[src/rtl/alu_pkg.sv]
// rtl/alu_pkg.sv - shared opcodes, widths and queue entry type for the ALU issue stage
package alu_pkg;

    localparam int XLEN       = 32;
    localparam int REG_ADDR_W = 5;
    localparam int OP_W       = 6;

    localparam logic [OP_W-1:0] ALU_ADD = 6'b000010;
    localparam logic [OP_W-1:0] ALU_SUB = 6'b000110;
    localparam logic [OP_W-1:0] ALU_AND = 6'b000111;
    localparam logic [OP_W-1:0] ALU_OR  = 6'b000101;
    localparam logic [OP_W-1:0] ALU_SLL = 6'b000100;
    localparam logic [OP_W-1:0] ALU_SRL = 6'b000011;

    typedef struct packed {
        logic [XLEN-1:0]       a_val;
        logic [XLEN-1:0]       b_val;
        logic                  a_is_reg;
        logic                  b_is_reg;
        logic [REG_ADDR_W-1:0] rs1;
        logic [REG_ADDR_W-1:0] rs2;
        logic [REG_ADDR_W-1:0] rd;
        logic [OP_W-1:0]       op;
    } entry_t;

    function automatic logic is_legal_op(input logic [OP_W-1:0] op);
        case (op)
            ALU_ADD, ALU_SUB, ALU_AND, ALU_OR, ALU_SLL, ALU_SRL: return 1'b1;
            default:                                             return 1'b0;
        endcase
    endfunction

endpackage

[src/rtl/issue_fwd_unit.sv]
// rtl/issue_fwd_unit.sv - writeback compare-and-select for one operand
// Forwarding is active only when ALU_ISSUE_FWD_EN is defined; otherwise data passes through.
module issue_fwd_unit #(
    parameter int XLEN       = 32,
    parameter int REG_ADDR_W = 5
) (
    input  logic                  en,
    input  logic [REG_ADDR_W-1:0] addr,
    input  logic [XLEN-1:0]       data,
    input  logic                  wb_valid,
    input  logic [REG_ADDR_W-1:0] wb_rd,
    input  logic [XLEN-1:0]       wb_data,
    output logic [XLEN-1:0]       fwd_data
);

`ifdef ALU_ISSUE_FWD_EN
    logic hit;

    // x0 is hardwired zero, so a writeback to it never carries a usable value
    assign hit      = en && wb_valid && (wb_rd == addr) && (addr != '0);
    assign fwd_data = hit ? wb_data : data;
`else
    logic unused_fwd;

    assign unused_fwd = ^{en, addr, wb_valid, wb_rd, wb_data};
    assign fwd_data   = data;
`endif

endmodule

[src/rtl/alu_issue_stage.sv]
// rtl/alu_issue_stage.sv - 2-entry skid queue feeding the ALU with operand isolation
// Writeback forwarding and resident snoop are enabled by ALU_ISSUE_FWD_EN.
module alu_issue_stage import alu_pkg::*; #(
    parameter int XLEN       = 32,
    parameter int REG_ADDR_W = 5,
    parameter int OP_W       = 6
) (
    input  logic                  clk,
    input  logic                  rst_n,
    input  logic                  flush,
    input  logic                  dec_valid,
    output logic                  dec_ready,
    input  logic [OP_W-1:0]       dec_alu_op,
    input  logic [REG_ADDR_W-1:0] dec_rs1_addr,
    input  logic [REG_ADDR_W-1:0] dec_rs2_addr,
    input  logic [XLEN-1:0]       dec_rs1_data,
    input  logic [XLEN-1:0]       dec_rs2_data,
    input  logic [XLEN-1:0]       dec_imm,
    input  logic                  dec_use_imm,
    input  logic [REG_ADDR_W-1:0] dec_rd_addr,
    input  logic                  wb_valid,
    input  logic [REG_ADDR_W-1:0] wb_rd,
    input  logic [XLEN-1:0]       wb_data,
    output logic                  ex_valid,
    input  logic                  ex_ready,
    output logic [XLEN-1:0]       operand_a,
    output logic [XLEN-1:0]       operand_b,
    output logic [OP_W-1:0]       alu_op,
    output logic [REG_ADDR_W-1:0] ex_rd_addr,
    output logic                  ex_illegal
);

    entry_t                q [2];
    logic                  head;
    logic                  tail;
    logic [1:0]            count;
    logic                  push;
    logic                  pop;
    logic [XLEN-1:0]       cap_a;
    logic [XLEN-1:0]       cap_b_fwd;
    entry_t                new_entry;
    logic [XLEN-1:0]       snp_a [2];
    logic [XLEN-1:0]       snp_b [2];
    logic [1:0]            resident;
    logic [XLEN-1:0]       hold_a;
    logic [XLEN-1:0]       hold_b;
    logic [OP_W-1:0]       hold_op;
    logic [REG_ADDR_W-1:0] hold_rd;

    assign dec_ready = (count != 2'd2);
    assign ex_valid  = (count != 2'd0);
    assign push      = dec_valid && dec_ready;
    assign pop       = ex_valid && ex_ready;

    issue_fwd_unit #(.XLEN(XLEN), .REG_ADDR_W(REG_ADDR_W)) u_cap_a (
        .en(1'b1), .addr(dec_rs1_addr), .data(dec_rs1_data),
        .wb_valid(wb_valid), .wb_rd(wb_rd), .wb_data(wb_data), .fwd_data(cap_a)
    );

    issue_fwd_unit #(.XLEN(XLEN), .REG_ADDR_W(REG_ADDR_W)) u_cap_b (
        .en(!dec_use_imm), .addr(dec_rs2_addr), .data(dec_rs2_data),
        .wb_valid(wb_valid), .wb_rd(wb_rd), .wb_data(wb_data), .fwd_data(cap_b_fwd)
    );

    always_comb begin
        new_entry          = '0;
        new_entry.a_val    = cap_a;
        new_entry.b_val    = dec_use_imm ? dec_imm : cap_b_fwd;
        new_entry.a_is_reg = 1'b1;
        new_entry.b_is_reg = !dec_use_imm;
        new_entry.rs1      = dec_rs1_addr;
        new_entry.rs2      = dec_rs2_addr;
        new_entry.rd       = dec_rd_addr;
        new_entry.op       = dec_alu_op;
    end

    for (genvar g = 0; g < 2; g++) begin : g_snoop
        // Only live slots are snooped so an idle head slot never changes under the ALU
        assign resident[g] = (count == 2'd2) || ((count == 2'd1) && (head == 1'(g)));

        issue_fwd_unit #(.XLEN(XLEN), .REG_ADDR_W(REG_ADDR_W)) u_snp_a (
            .en(q[g].a_is_reg), .addr(q[g].rs1), .data(q[g].a_val),
            .wb_valid(wb_valid), .wb_rd(wb_rd), .wb_data(wb_data), .fwd_data(snp_a[g])
        );

        issue_fwd_unit #(.XLEN(XLEN), .REG_ADDR_W(REG_ADDR_W)) u_snp_b (
            .en(q[g].b_is_reg), .addr(q[g].rs2), .data(q[g].b_val),
            .wb_valid(wb_valid), .wb_rd(wb_rd), .wb_data(wb_data), .fwd_data(snp_b[g])
        );
    end

    always_ff @(posedge clk or negedge rst_n) begin
        if (!rst_n) begin
            count   <= 2'd0;
            head    <= 1'b0;
            tail    <= 1'b0;
            q[0]    <= '0;
            q[1]    <= '0;
            hold_a  <= '0;
            hold_b  <= '0;
            hold_op <= '0;
            hold_rd <= '0;
        end else begin
            // Last driven values, replayed whenever the queue is empty
            hold_a  <= operand_a;
            hold_b  <= operand_b;
            hold_op <= alu_op;
            hold_rd <= ex_rd_addr;
            if (flush) begin
                count <= 2'd0;
                head  <= 1'b0;
                tail  <= 1'b0;
            end else begin
                for (int i = 0; i < 2; i++) begin
                    if (resident[i]) begin
                        q[i].a_val <= snp_a[i];
                        q[i].b_val <= snp_b[i];
                    end
                end
                if (push) begin
                    q[tail] <= new_entry;
                    tail    <= ~tail;
                end
                if (pop) begin
                    head <= ~head;
                end
                case ({push, pop})
                    2'b10:   count <= count + 2'd1;
                    2'b01:   count <= count - 2'd1;
                    default: count <= count;
                endcase
            end
        end
    end

    assign operand_a  = ex_valid ? q[head].a_val : hold_a;
    assign operand_b  = ex_valid ? q[head].b_val : hold_b;
    assign alu_op     = ex_valid ? q[head].op    : hold_op;
    assign ex_rd_addr = ex_valid ? q[head].rd    : hold_rd;
    assign ex_illegal = ex_valid && !is_legal_op(alu_op);

endmodule

[config.mk]
export PLATFORM = sky130hd
export DESIGN_NAME = alu_issue_stage
export DESIGN_NICKNAME = d
export VERILOG_FILES = /design/src/rtl/alu_pkg.sv /design/src/rtl/issue_fwd_unit.sv /design/src/rtl/alu_issue_stage.sv
export SDC_FILE = /design/constraint.sdc
export NUM_CORES = 1
export LEC_CHECK = 0
export CAP_MARGIN = 20
export CORE_MARGIN = 3
export CORE_UTILIZATION = 38
export CTS_BUF_LIST = sky130_fd_sc_hd__clkbuf_4 sky130_fd_sc_hd__clkbuf_8
export CTS_CLUSTER_DIAMETER = 100
export DETAILED_ROUTE_END_ITERATION = 12
export DONT_BUFFER_PORTS = 1
export GPL_ROUTABILITY_DRIVEN = 0
export SYNTH_ARGS = -nofsm -noshare
export SYNTH_HDL_FRONTEND = slang
export SYNTH_SLANG_ARGS = --single-unit
[constraint.sdc]
create_clock -name clk -period 1.7 [get_ports clk]
set_input_delay 0.085 -clock clk [delete_from_list [all_inputs] [get_ports clk]]
set_output_delay 0.085 -clock clk [all_outputs]
set_load 0.02 [all_outputs]
==> Yosys cells after proc, flatten, opt, wreduce, memory -nomap -nowiden <==
Cells that the tools add are included.
{ "word_totals": {"input_bits": 161, "elab_cells": 75, "regBits": 253} }
{ "op_classes": {"n_reduce_logical": 12, "eq_ne": 9, "n_bitwise": 5, "order_cmp": 3, "n_addsub": 2, "muxes": 21} }
{ "ops": {"columns": ["cell", "count"], "rows": [
  ["2-to-1 mux 87 bit", 4],
  ["bitwise mux 174 bit", 1],
  ["2-to-1 mux 174 bit", 1],
  ["2-to-1 mux 64 bit", 2],
  ["2-to-1 mux 32 bit", 3],
  ["demux 87 bit (select 1 bit)", 1],
  ["equality test 6 x 3 -> 1 bit, second input constant", 4],
  ["equality test 6 x 2 -> 1 bit, second input constant", 2],
  ["2-to-1 mux 6 bit", 1],
  ["nonzero test 2 bit", 3],
  ["OR reduction 6 bit", 1],
  ["2-to-1 mux 1 bit", 5],
  ["2-to-1 mux 5 bit", 1],
  ["greater-or-equal comparator 2 bit, second input constant", 2],
  ["logical AND 1 bit", 4],
  ["inverter 1 -> 2 bit", 2],
  ["one-hot mux 2 bit (2 select lines)", 1],
  ["inverter 1 bit", 3],
  ["nonzero test 3 bit", 1],
  ["adder 2 x 1 -> 2 bit, second input constant", 1],
  ["equality test 2 x 1 -> 1 bit, second input constant", 1],
  ["equality test 2 bit, second input constant", 1],
  ["logical NOT 1 bit", 2],
  ["< comparator 2 x 1 -> 1 bit, second input constant", 1],
  ["other kinds (4)", 4]
]} }

==> Depth between registers and ports, before layout <==
Gate-level depths: netlist of run 1.
{ "depth": {"word_depth": 10, "depth_mapped": 7, "mapped_depth_nobuf": 4} }

==> By module <==
From an unflattened synthesis of run 1, not the netlist that was laid out.
{ "hier_totals": {"cells_unflattened": 1296, "area_unflattened_um2": 12767.2} }
{ "by_module_without_submodules": {"columns": ["module", "seq_area_each_um2", "instances", "cells_each", "area_per_inst_um2"], "rows": [
  ["alu_issue_stage", 6331.1, 1, 1104, 11325.9],
  ["issue_fwd_unit", 0.0, 6, 32, 240.2]
]} }

==> Worst setup path after synthesis of run 1 <==
OpenSTA, ideal clock, no wires.
{ "synth_timing": {"path_type": "reg2reg", "from": "register count[1]", "to": "register hold_b[27]", "n_path_buf": 4, "setup_time_ns": 0.168, "required_ns": 1.532, "arrival_time_ns": 1.672, "path_slack_ns": -0.140, "stages_incl_launch_ff": 7, "cell_sequence": "dfrtp_1 -> or2_1 -> buf_6 -> buf_6 -> buf_2 -> buf_2 -> a21oi_1"} }
{ "synth_via": {"elab_chain_cells": 2} }
{ "synth_rtl": {"columns": ["element", "line", "source"], "rows": [
  ["start, declared", "alu_issue_stage.sv:36", "logic [1:0] count;"],
  ["start signal, assigned", "alu_issue_stage.sv:128", "2'b10: count <= count + 2'd1;"],
  ["start signal, assigned", "alu_issue_stage.sv:129", "2'b01: count <= count - 2'd1;"],
  ["start signal, assigned", "alu_issue_stage.sv:130", "default: count <= count;"],
  ["nonzero test 2 bit", "alu_issue_stage.sv:51", "assign ex_valid = (count != 2'd0);"],
  ["net ex_valid", "alu_issue_stage.sv:24", "output logic ex_valid,"],
  ["2-to-1 mux 32 bit", "alu_issue_stage.sv:137", "assign operand_b = ex_valid ? q[head].b_val : hold_b;"],
  ["net operand_b[27]", "alu_issue_stage.sv:27", "output logic [XLEN-1:0] operand_b,"],
  ["end signal, assigned", "alu_issue_stage.sv:106", "hold_b <= operand_b;"],
  ["end, declared", "alu_issue_stage.sv:46", "logic [XLEN-1:0] hold_b;"]
]} }
The timed path passes the listed nets, and every way through them passes these cells.
A chain may end at the register's enable or synchronous reset.

==> Worst setup path in the final report of run 1 <==
{ "layout_timing": {"from": "register head", "to": "output port ex_illegal"} }
{ "layout_via": {"elab_chain_cells": 10, "word_cells_on_any_way": 15, "cone_classes": "eq/ne (6); mux (5); bitwise (1); reduce/logical (3)"} }
{ "layout_rtl": {"columns": ["element", "line", "source"], "rows": [
  ["start, declared", "alu_issue_stage.sv:34", "logic head;"],
  ["start signal, assigned", "alu_issue_stage.sv:125", "head <= ~head;"],
  ["inverter 1 -> 2 bit (not written as such) *", "alu_issue_stage.sv:138", "assign alu_op = ex_valid ? q[head].op : hold_op;"],
  ["2-to-1 mux 87 bit * (3 in a row)", null, null],
  ["2-to-1 mux 6 bit *", "alu_issue_stage.sv:138", null],
  ["equality test 6 x 2 -> 1 bit or equality test 6 x 3 -> 1 bit (tied branches)", "alu_pkg.sv:27", "case (op)"],
  ["OR reduction 6 bit *", "alu_pkg.sv:27", null],
  ["2-to-1 mux 1 bit *", "alu_pkg.sv:27", null],
  ["logical NOT 1 bit *", "alu_issue_stage.sv:140", "assign ex_illegal = ex_valid && !is_legal_op(alu_op);"],
  ["logical AND 1 bit *", "alu_issue_stage.sv:140", null],
  ["end, declared", "alu_issue_stage.sv:30", "output logic ex_illegal"]
]} }
Mark *: on every way between the ends. The rest lies on a longest branch, timed or not. The select of a mux whose other input is x is not followed.

==> flow_metrics.py, run 1 <==
metrics = {
    "synthesis": {
        "netlist_top_cells_area": "dfrtp_1 (60%), mux2i_1 (11%), a21oi_1 (5.6%)",
        "syn_area_mm2": 0.00955,
        "synth_largest_area_cell": "dfrtp_1",
        "synth_edf_count": 0,
        "ys.flop_type": "dfrtp_1",
        "syn_area_per_cell_um2": 12.3,
        "ys_ff_latch": 229,
        "synth-seq-area-share": 0.600,
        "syn_nets": 939,
        "synth_cells": 778,
        "ys_warn_count": 0,
        "synth.distinct_cells": 29,
        "yosysTopAreaCellShare": 0.600,
        "synth.most_common_cell": "dfrtp_1",
        "synthArstFlopShare": 1.00,
        "synthTopCellsByCount": "dfrtp_1 (229), nor2_1 (112), mux2i_1 (108)",
    },
    "worst_setup_path": {
        "cp_max_fo": 6,
        "timing.rr.start": "count[1]",
        "critPathCapture": "ex_illegal",
        "r2r_setup_slack_ps": -20,
        "cp.depth": 5,
        "critical_path_class": "flip-flop to primary output",
        "slowest_delay_ps": 550,
        "cp.buffers_inverters": 1,
        "endpoint_kind": "primary output",
        "crit_chain": "mux2i_1, and2_4, o2bb2a_4, o41a_1, buf_6",
        "crit_path_start_kind": "flip-flop",
        "cp_top_family": "flip-flops",
        "crit_required_ps": 1620,
        "slowest_stage": "dfrtp_4",
        "reg2reg_to": "q[143]",
        "reg2reg_depth": 6,
        "worstSetupStartpoint": "head",
        "worstPathArrival_ps": 2030,
    },
    "routing": {
        "drc_errors": 0,
        "wl_um": 26700,
        "dr.pass1.iters": 4,
        "drtIter0Drc": 365,
        "met3_length_um": 1420,
        "vias": 6820,
        "met2WireLength_um": 13400,
        "routed_via_density": 4.98,
        "dr.max_layer_used": "met4",
        "routedWlPerCell_um": 19.5,
        "drt-met1-wl_um": 11400,
        "ant_nets": 0,
    },
    "floorplan": {
        "dieHeight_um": 165,
        "core_mm2": 0.0245,
        "die-area_mm2": 0.0271,
        "start_util": 0.389,
        "ios": 239,
        "die_w_um": 165,
        "fp-row-count": 57,
    },
    "sta": {
        "setup_viol": 89,
        "finalSetupTns_ps": -23440,
        "skew_ps": 14.8,
        "slew_headroom": 0.595,
        "finalCritPeriodShare": 1.25,
        "period_needed_ps": 2120,
        "drv_slew": 0,
        "hold_slack_ps": -728,
        "rsz0062_at_grt": "yes",
        "hold_violations": 229,
        "max_freq_mhz": 472,
        "timing.final.ws_setup_ps": -419,
        "worst_slew_pin_slew_ps": 608,
    },
    "layout": {
        "final_layout_size_suffix_gt1_frac": 0.506,
        "fin_util": 0.615,
        "area_growth_syn_to_layout_pct": 58.0,
        "nNetsFinal": 1179,
        "final_cells": 1369,
    },
    "clocking": {
        "cts.root.buffer_cell": "clkbuf_8",
        "clockBufferDepth": 3,
        "clk_pin_slew_ps": 60,
        "cts_tree": "done",
        "clock-sinks": 229,
        "h-tree-depth": 2,
        "clk_latency_ps": 530,
        "hold_buffers": 110,
        "cts_made_buffers": 40,
    },
    "power": {
        "p_leak_uw": 0.00629,
        "vdd_drop_max_uv": 952,
        "powerDensity_mw_per_mm2": 1340,
    },
    "global_route": {
        "grt.total_usage": 0.164,
        "antenna_found_initial": 1,
        "grt_pass1_wl_um": 35600,
        "grt_pass1_vias": 6708,
        "grt_max_degree": 230,
        "gr-total-overflow": 0,
    },
    "placement": {
        "dp.cells": 1138,
        "io_buffers": 0,
        "dp_slack_ps": -3.66,
        "post-dp-hpwl_um": 12800,
    },
    "outcome": {
        "violations": "hold timing, setup timing",
        "outcome": "finished, violations left",
    },
    "run": {
        "maxCapViolations": 0,
    },
    "hold_path": {
        "hold_class": "primary input to async pin",
    },
}
-- routing by layer --
| layer | vias up | GRT usage |
|---|---|---|
| li1 | 3191 | - |
| met1 | 3439 | 0.211 |
| met2 | 152 | 0.274 |
| met3 | 38 | 0.0421 |
| met4 | 0 | 0.0499 |
| met5 | - | 0 |
-- worst min-delay path by stage --
stage               cells after the start    endpoint   from
CTS                                     0  hold_a[20]  rst_n
global placement                        0  hold_b[10]  rst_n
floorplan                               0    count[0]  rst_n
global route                            0       q[27]  rst_n
finish                                  0  hold_rd[2]  rst_n
detailed placement                      0  hold_b[10]  rst_n
-- cell usage in the layout (no fill, tap or decap), drive strengths merged --
cell / synthesis / layout
o21ai: 32 / 32
mux2i: 108 / 108
buf: 44 / 126
or2: 1 / 2
clkbuf: 10 / 81
o2bb2a: 1 / 1
clkinv: 0 / 1
nor4bb: 1 / 1
bufinv: 0 / 1
xor2: 2 / 2
diode: 0 / 1
nor3b: 1 / 1
or3: 1 / 1
dlygate4sd3: 0 / 110
nand4b: 1 / 1
a31oi: 1 / 1
nor2: 112 / 112
nand2b: 2 / 2
mux2: 86 / 86
dfrtp: 229 / 229
a21oi: 106 / 106
a211oi: 1 / 1
nand2: 35 / 35
and2: 2 / 2
o41a: 1 / 1
nand3b: 1 / 1
-- logic make-up after synthesis --
| logic type | after synthesis | share of synthesized area |
|---|---|---|
| xor+xnor | 2 | 0.00183 |
| compound gates | 142 | 0.0770 |
| flops | 229 | 0.600 |
| buf+inv | 54 | 0.0379 |
| mux | 194 | 0.215 |
| simple gates | 157 | 0.0687 |
-- cell type report --
| cell class | count | area [µm²] |
|---|---|---|
| clock buffer | 66 | 821 |
| tap | 324 | 405 |
| sequential | 229 | 5730 |
| fill | 1844 | 9440 |
| clock inverter | 2 | 35.0 |
| multi-input combinational | 496 | 5010 |
| timing repair buffer | 251 | 3080 |
| antenna | 1 | 2.50 |
-- sequential cells by signal, summed over array words and instances (netlist names) --
| register | count |
|---|---|
| tail | 1 |
| hold_rd | 5 |
| q | 150 |
| hold_b | 32 |
| hold_a | 32 |
| head | 1 |
| count | 2 |
| hold_op | 6 |
-- report_power, final --
group	internal [µW]	switching (µW)	total, µW
sequential	7020	1040	8060
combinational	3610	3230	6840
clock	3170	2200	5370
-- through the flow --
step,cell area [µm²],total power (µW)
floorplan,9730,10700
global placement,10600,12000
detailed placement,10600,12100
CTS,13000,18300
global route,15100,21400
finish,15100,20300
-- worst reg2reg max path, stage by stage (launching register included) --
cell and delay [ps]:
dfrtp_1 410, buf_4 160, nand2b_4 60, nor4bb_4 250, buf_6 210, clkbuf_16 200, mux2_4 300
-- repair_timing --
item,CTS,global route
cloned,3,24
endpoints found under the hold margin,383,229
setup buffers,10,16
gates resized for setup,77,353
pin swaps,20,33
setup endpoints to repair,77,146
(Power assumes the default switching activity.)
==> inputs of run 2 (changes only) <==
--- a/config.mk
+++ b/config.mk
@@ -13,6 +13,7 @@
 export DETAILED_ROUTE_END_ITERATION = 12
 export DONT_BUFFER_PORTS = 1
 export GPL_ROUTABILITY_DRIVEN = 0
+export SKIP_CTS_REPAIR_TIMING = 1
 export SYNTH_ARGS = -nofsm -noshare
 export SYNTH_HDL_FRONTEND = slang
 export SYNTH_SLANG_ARGS = --single-unit
==> run 2 against run 1 <==
Net effect: the run still ends with hold timing, setup timing left; register-to-register slack worse by 50 ps; die area unchanged; maximum frequency shrank 0.54%; setup slack lost 12 ps; sequential share of layout area is 3.1 points higher; sequential power decreased by 2%; first-iteration DRC count is 16% lower; non-clock buffer count shrank 23; hold slack gained 8.9 ps; critical path depth is the same; combinational power decreased by 14%; total power is 5.9% lower; critical endpoint unchanged.
==> flow_metrics.py, run 2 (same netlist as run 1, synthesis figures left out) <==
metrics = {
    "sta": {
        "rsz0062_at_grt": "yes",
        "period_needed_ps": 2130,
        "setup_viol": 104,
        "skew_ps": 16.2,
        "max_freq_mhz": 469,
        "slew_headroom": 0.745,
        "hold_slack_ps": -719,
        "finalCritPeriodShare": 1.25,
        "drv_slew": 0,
        "hold_violations": 229,
        "worst_slew_pin_slew_ps": 383,
        "timing.final.ws_setup_ps": -431,
    },
    "clocking": {
        "clockBufferDepth": 3,
        "cts.root.buffer_cell": "clkbuf_8",
        "clk_pin_slew_ps": 60,
        "cts_tree": "done",
        "h-tree-depth": 2,
        "cts_made_buffers": 40,
        "clock-sinks": 229,
        "clk_latency_ps": 520,
    },
    "worst_setup_path": {
        "slowest_delay_ps": 420,
        "endpoint_kind": "primary output",
        "crit_path_start_kind": "flip-flop",
        "crit_chain": "or2_4, and2_4, o2bb2a_4, o41a_1, buf_6",
        "slowest_stage": "dfrtp_2",
        "reg2reg_depth": 6,
        "cp_top_family": "compound AO/OA/AOI/OAI gates",
        "r2r_setup_slack_ps": -70,
        "cp.depth": 5,
        "reg2reg_to": "q[97]",
        "timing.rr.start": "count[1]",
        "cp.buffers_inverters": 1,
        "crit_required_ps": 1620,
        "cp_max_fo": 5,
        "critical_path_class": "flip-flop to primary output",
        "worstPathArrival_ps": 2050,
    },
    "global_route": {
        "gr-total-overflow": 0,
        "grt_max_degree": 230,
        "grt_pass1_vias": 5989,
        "grt_pass1_wl_um": 32300,
        "antenna_found_initial": 0,
        "grt.total_usage": 0.149,
    },
    "placement": {
        "io_buffers": 0,
        "post-dp-hpwl_um": 12800,
        "dp_slack_ps": -3.66,
    },
    "power": {
        "p_leak_uw": 0.00588,
        "powerDensity_mw_per_mm2": 1370,
        "vdd_drop_max_uv": 802,
        "finalPower_uw": 19100,
    },
    "layout": {
        "layout_commonest_cell": "dfrtp_1",
        "largest-register": "q",
        "num_antenna_cells": 0,
        "final_cell_mix": "dfrtp_1 (226), dlygate4sd3_1 (110), mux2i_1 (80)",
        "area_growth_syn_to_layout_pct": 46.2,
        "largest_register_ffs": 150,
        "nNetsFinal": 1156,
        "reg_top3": "q (150), hold_a (32), hold_b (32)",
        "final_layout_size_suffix_gt1_frac": 0.399,
    },
    "floorplan": {
        "die-area_mm2": 0.0271,
        "start_util": 0.389,
        "core_mm2": 0.0245,
        "fp-row-count": 57,
        "dieHeight_um": 165,
        "die_w_um": 165,
        "ios": 239,
    },
    "routing": {
        "drtIter0Drc": 306,
        "ant_nets": 0,
        "vias": 6626,
        "dr.pass1.iters": 4,
        "wl_um": 24400,
        "drc_errors": 0,
        "routed_via_density": 4.93,
        "routedWlPerCell_um": 18.2,
    },
    "run": {
        "maxCapViolations": 0,
    },
    "hold_path": {
        "hold_class": "primary input to async pin",
    },
    "outcome": {
        "outcome": "finished, violations left",
        "violations": "hold timing, setup timing",
    },
}
-- run 2: final cells by class --
type                            count  area [µm²]
Clock buffer                       66         821
Multi-Input combinational cell    496        4400
Sequential cell                   229        5740
Clock inverter                      2        35.0
Tap cell                          324         405
Timing Repair Buffer              228        2570
Fill cell                        1994       10600
-- run 2: worst max-delay path by stage --
stage | slack (ps) | to | from
after floorplan | -140 | hold_b[27] | count[1]
after global placement | 40 | ex_illegal | count[1]
after detailed placement | -4 | ex_rd_addr[0] | count[1]
after CTS | -600 | ex_rd_addr[0] | count[1]
after global routing | -510 | ex_illegal | count[1]
final | -430 | ex_illegal | count[1]
-- run 2: metal layers --
metal | up-vias | GRT usage | share of wire
li1 | 3136 | - | -
met1 | 3304 | 0.187 | 0.44
met2 | 146 | 0.242 | 0.49
met3 | 40 | 0.0514 | 0.051
met4 | 0 | 0.0503 | 0.021
met5 | - | 0 | 0
-- run 2: worst reg2reg max path, cell delays in order (launching register included) --
cell and delay [ps]:
dfrtp_2 420, buf_4 150, nand2b_4 80, nor4bb_4 270, buf_6 210, clkbuf_16 200, mux2_1 320
-- run 2: stage by stage --
stage / cells / setup TNS [ps] / area [µm²] / util
after floorplan: 778 / -4120 / 9730 / -
after detailed placement: 1138 / -3.66 / 10600 / 0.433
after global placement: 1138 / 0 / 10600 / 0.433
after CTS: 1206 / -32760 / 11500 / 0.468
final: 1345 / -22780 / 14000 / 0.569
after global routing: 1345 / -35340 / 14000 / 0.569
-- run 2: report_power, final --
group | internal [µW] | leakage [µW] | switching (µW)
sequential | 7020 | 0.00265 | 857
combinational | 2940 | 0.00277 | 2930
clock | 3170 | 0.000456 | 2170
==> inputs of run 3 (changes only) <==
--- a/config.mk
+++ b/config.mk
@@ -6,6 +6,7 @@
 export NUM_CORES = 1
 export LEC_CHECK = 0
 export CAP_MARGIN = 20
+export CORE_ASPECT_RATIO = 1.1
 export CORE_MARGIN = 3
 export CORE_UTILIZATION = 38
 export CTS_BUF_LIST = sky130_fd_sc_hd__clkbuf_4 sky130_fd_sc_hd__clkbuf_8
==> run 3 against run 2 <==
Net effect: the flow still finishes with violations (hold timing, setup timing); final area shrank 3.9%; critical endpoint unchanged; global-route usage decreased by 0.58 points; sequential cell count unchanged; total power is 4.3% lower; combinational power is 7.0% lower; clock-buffer cell count fell by 4; hold slack better by 3.1 ps; via count down 0.71%; critical path depth decreased by 1; clock skew hardly changed; clock power fell by 5.2%.
==> flow_metrics.py, run 3 (same netlist as run 1, synthesis figures left out) <==
metrics = {
    "placement": {
        "dp.cells": 1112,
        "io_buffers": 0,
        "placed_area_mm2": 0.0105,
        "post-dp-hpwl_um": 12600,
    },
    "worst_setup_path": {
        "worstPathArrival_ps": 2070,
        "endpoint_kind": "primary output",
        "critical_path_class": "flip-flop to primary output",
        "r2r_setup_slack_ps": 50,
        "reg2reg_depth": 5,
        "reg2reg_to": "q[8]",
        "crit_required_ps": 1620,
        "timing.rr.start": "count[0]",
        "crit_path_start_kind": "flip-flop",
        "cp_max_fo": 7,
        "worstSetupStartpoint": "count[0]",
        "critPathCapture": "ex_illegal",
    },
    "sta": {
        "timing.final.ws_setup_ps": -456,
        "finalSetupTns_ps": -21230,
        "drv_slew": 0,
        "skew_ps": 16.2,
        "hold_violations": 229,
        "slew_headroom": 0.761,
        "worst_slew_pin_slew_ps": 358,
        "setup_viol": 77,
        "finalCritPeriodShare": 1.27,
        "period_needed_ps": 2160,
        "rsz0062_at_grt": "yes",
        "max_freq_mhz": 464,
        "hold_slack_ps": -716,
    },
    "clocking": {
        "clockBufferDepth": 3,
        "cts_tree": "done",
        "h-tree-depth": 2,
        "clk_latency_ps": 510,
        "cts_made_buffers": 40,
        "clk_pin_slew_ps": 60,
        "clock-sinks": 229,
        "cts.root.buffer_cell": "clkbuf_8",
    },
    "floorplan": {
        "fp-row-count": 60,
        "core_mm2": 0.0246,
        "start_util": 0.388,
        "ios": 239,
        "dieHeight_um": 172,
        "die-area_mm2": 0.0271,
        "die_w_um": 157,
    },
    "routing": {
        "routed_via_density": 5.01,
        "drtIter0Drc": 260,
        "wl_um": 24000,
        "ant_nets": 0,
        "vias": 6579,
        "dr.pass1.iters": 5,
        "routedWlPerCell_um": 18.3,
        "drc_errors": 0,
    },
    "power": {
        "p_leak_uw": 0.00565,
        "powerDensity_mw_per_mm2": 1360,
        "vdd_drop_max_uv": 791,
    },
    "global_route": {
        "antenna_found_initial": 1,
        "grt_pass1_wl_um": 31000,
        "grt.total_usage": 0.143,
        "grt_max_degree": 230,
        "grt_pass1_vias": 5795,
        "gr-total-overflow": 0,
    },
    "layout": {
        "layout_commonest_cell": "dfrtp_1",
        "reg_top3": "q (150), hold_a (32), hold_b (32)",
        "postLayoutCellArea_mm2": 0.0134,
        "area_growth_syn_to_layout_pct": 40.6,
        "final_cells": 1313,
        "largest-register": "q",
        "final_cell_mix": "dfrtp_1 (226), dlygate4sd3_1 (110), nor2_1 (90)",
        "largest_register_ffs": 150,
        "nNetsFinal": 1141,
        "fin_util": 0.545,
        "final_layout_size_suffix_gt1_frac": 0.335,
    },
    "run": {
        "maxCapViolations": 0,
    },
    "outcome": {
        "outcome": "finished, violations left",
        "violations": "hold timing, setup timing",
    },
    "hold_path": {
        "hold_class": "primary input to async pin",
    },
}
-- run 3: cell types whose count changed in the layout (fill, tap and decap cells not counted), sizes merged --
cell    previous run  this run
diode              0         1
clkbuf            78        71
buf              106        94
-- run 3: how the worst min path moves through the flow --
stage	start	end	slack [ps]	cells past startpoint
2_1_floorplan	rst_n	count[0]	-210	0
3_3_place_gp	rst_n	hold_b[4]	-200	0
3_5_place_dp	rst_n	hold_b[4]	-200	0
4_1_cts	rst_n	hold_a[20]	-780	0
5_1_grt	rst_n	hold_b[4]	-760	0
6_report	rst_n	hold_b[4]	-720	0
-- run 3: critical path, stage by stage (launching register included) --
cell and delay, ps:
dfrtp_2 440, or2_4 320, and2_4 160, o2bb2a_4 190, o41a_1 440
-- run 3: cell type report --
type	instances	area [µm²]
Fill cell	2053	11200
Sequential cell	229	5740
Multi-Input combinational cell	496	4060
Timing Repair Buffer	213	2440
Clock buffer	62	759
Tap cell	310	388
Clock inverter	2	35.0
Antenna cell	1	2.50
-- run 3: metal layers --
layer	GRT usage	wire length [µm]
met1	0.178	10100
met5	0	0
met4	0.0408	387
met3	0.0468	1340
met2	0.241	12200
-- run 3: through the flow --
stage          setup WS [ps]  power (µW)
3_3_place_gp            5.22       11900
6_report                -456       18300
4_1_cts                 -536       17200
3_5_place_dp           -8.72       12000
5_1_grt                 -516       19300
2_1_floorplan           -140       10700
-- run 3: where the power goes --
group / internal, µW / leakage (µW) / switching, µW
clock: 2960 / 0.000425 / 2120
sequential: 7010 / 0.00265 / 731
combinational: 2630 / 0.00258 / 2820
total: 12600 / 0.00565 / 5670
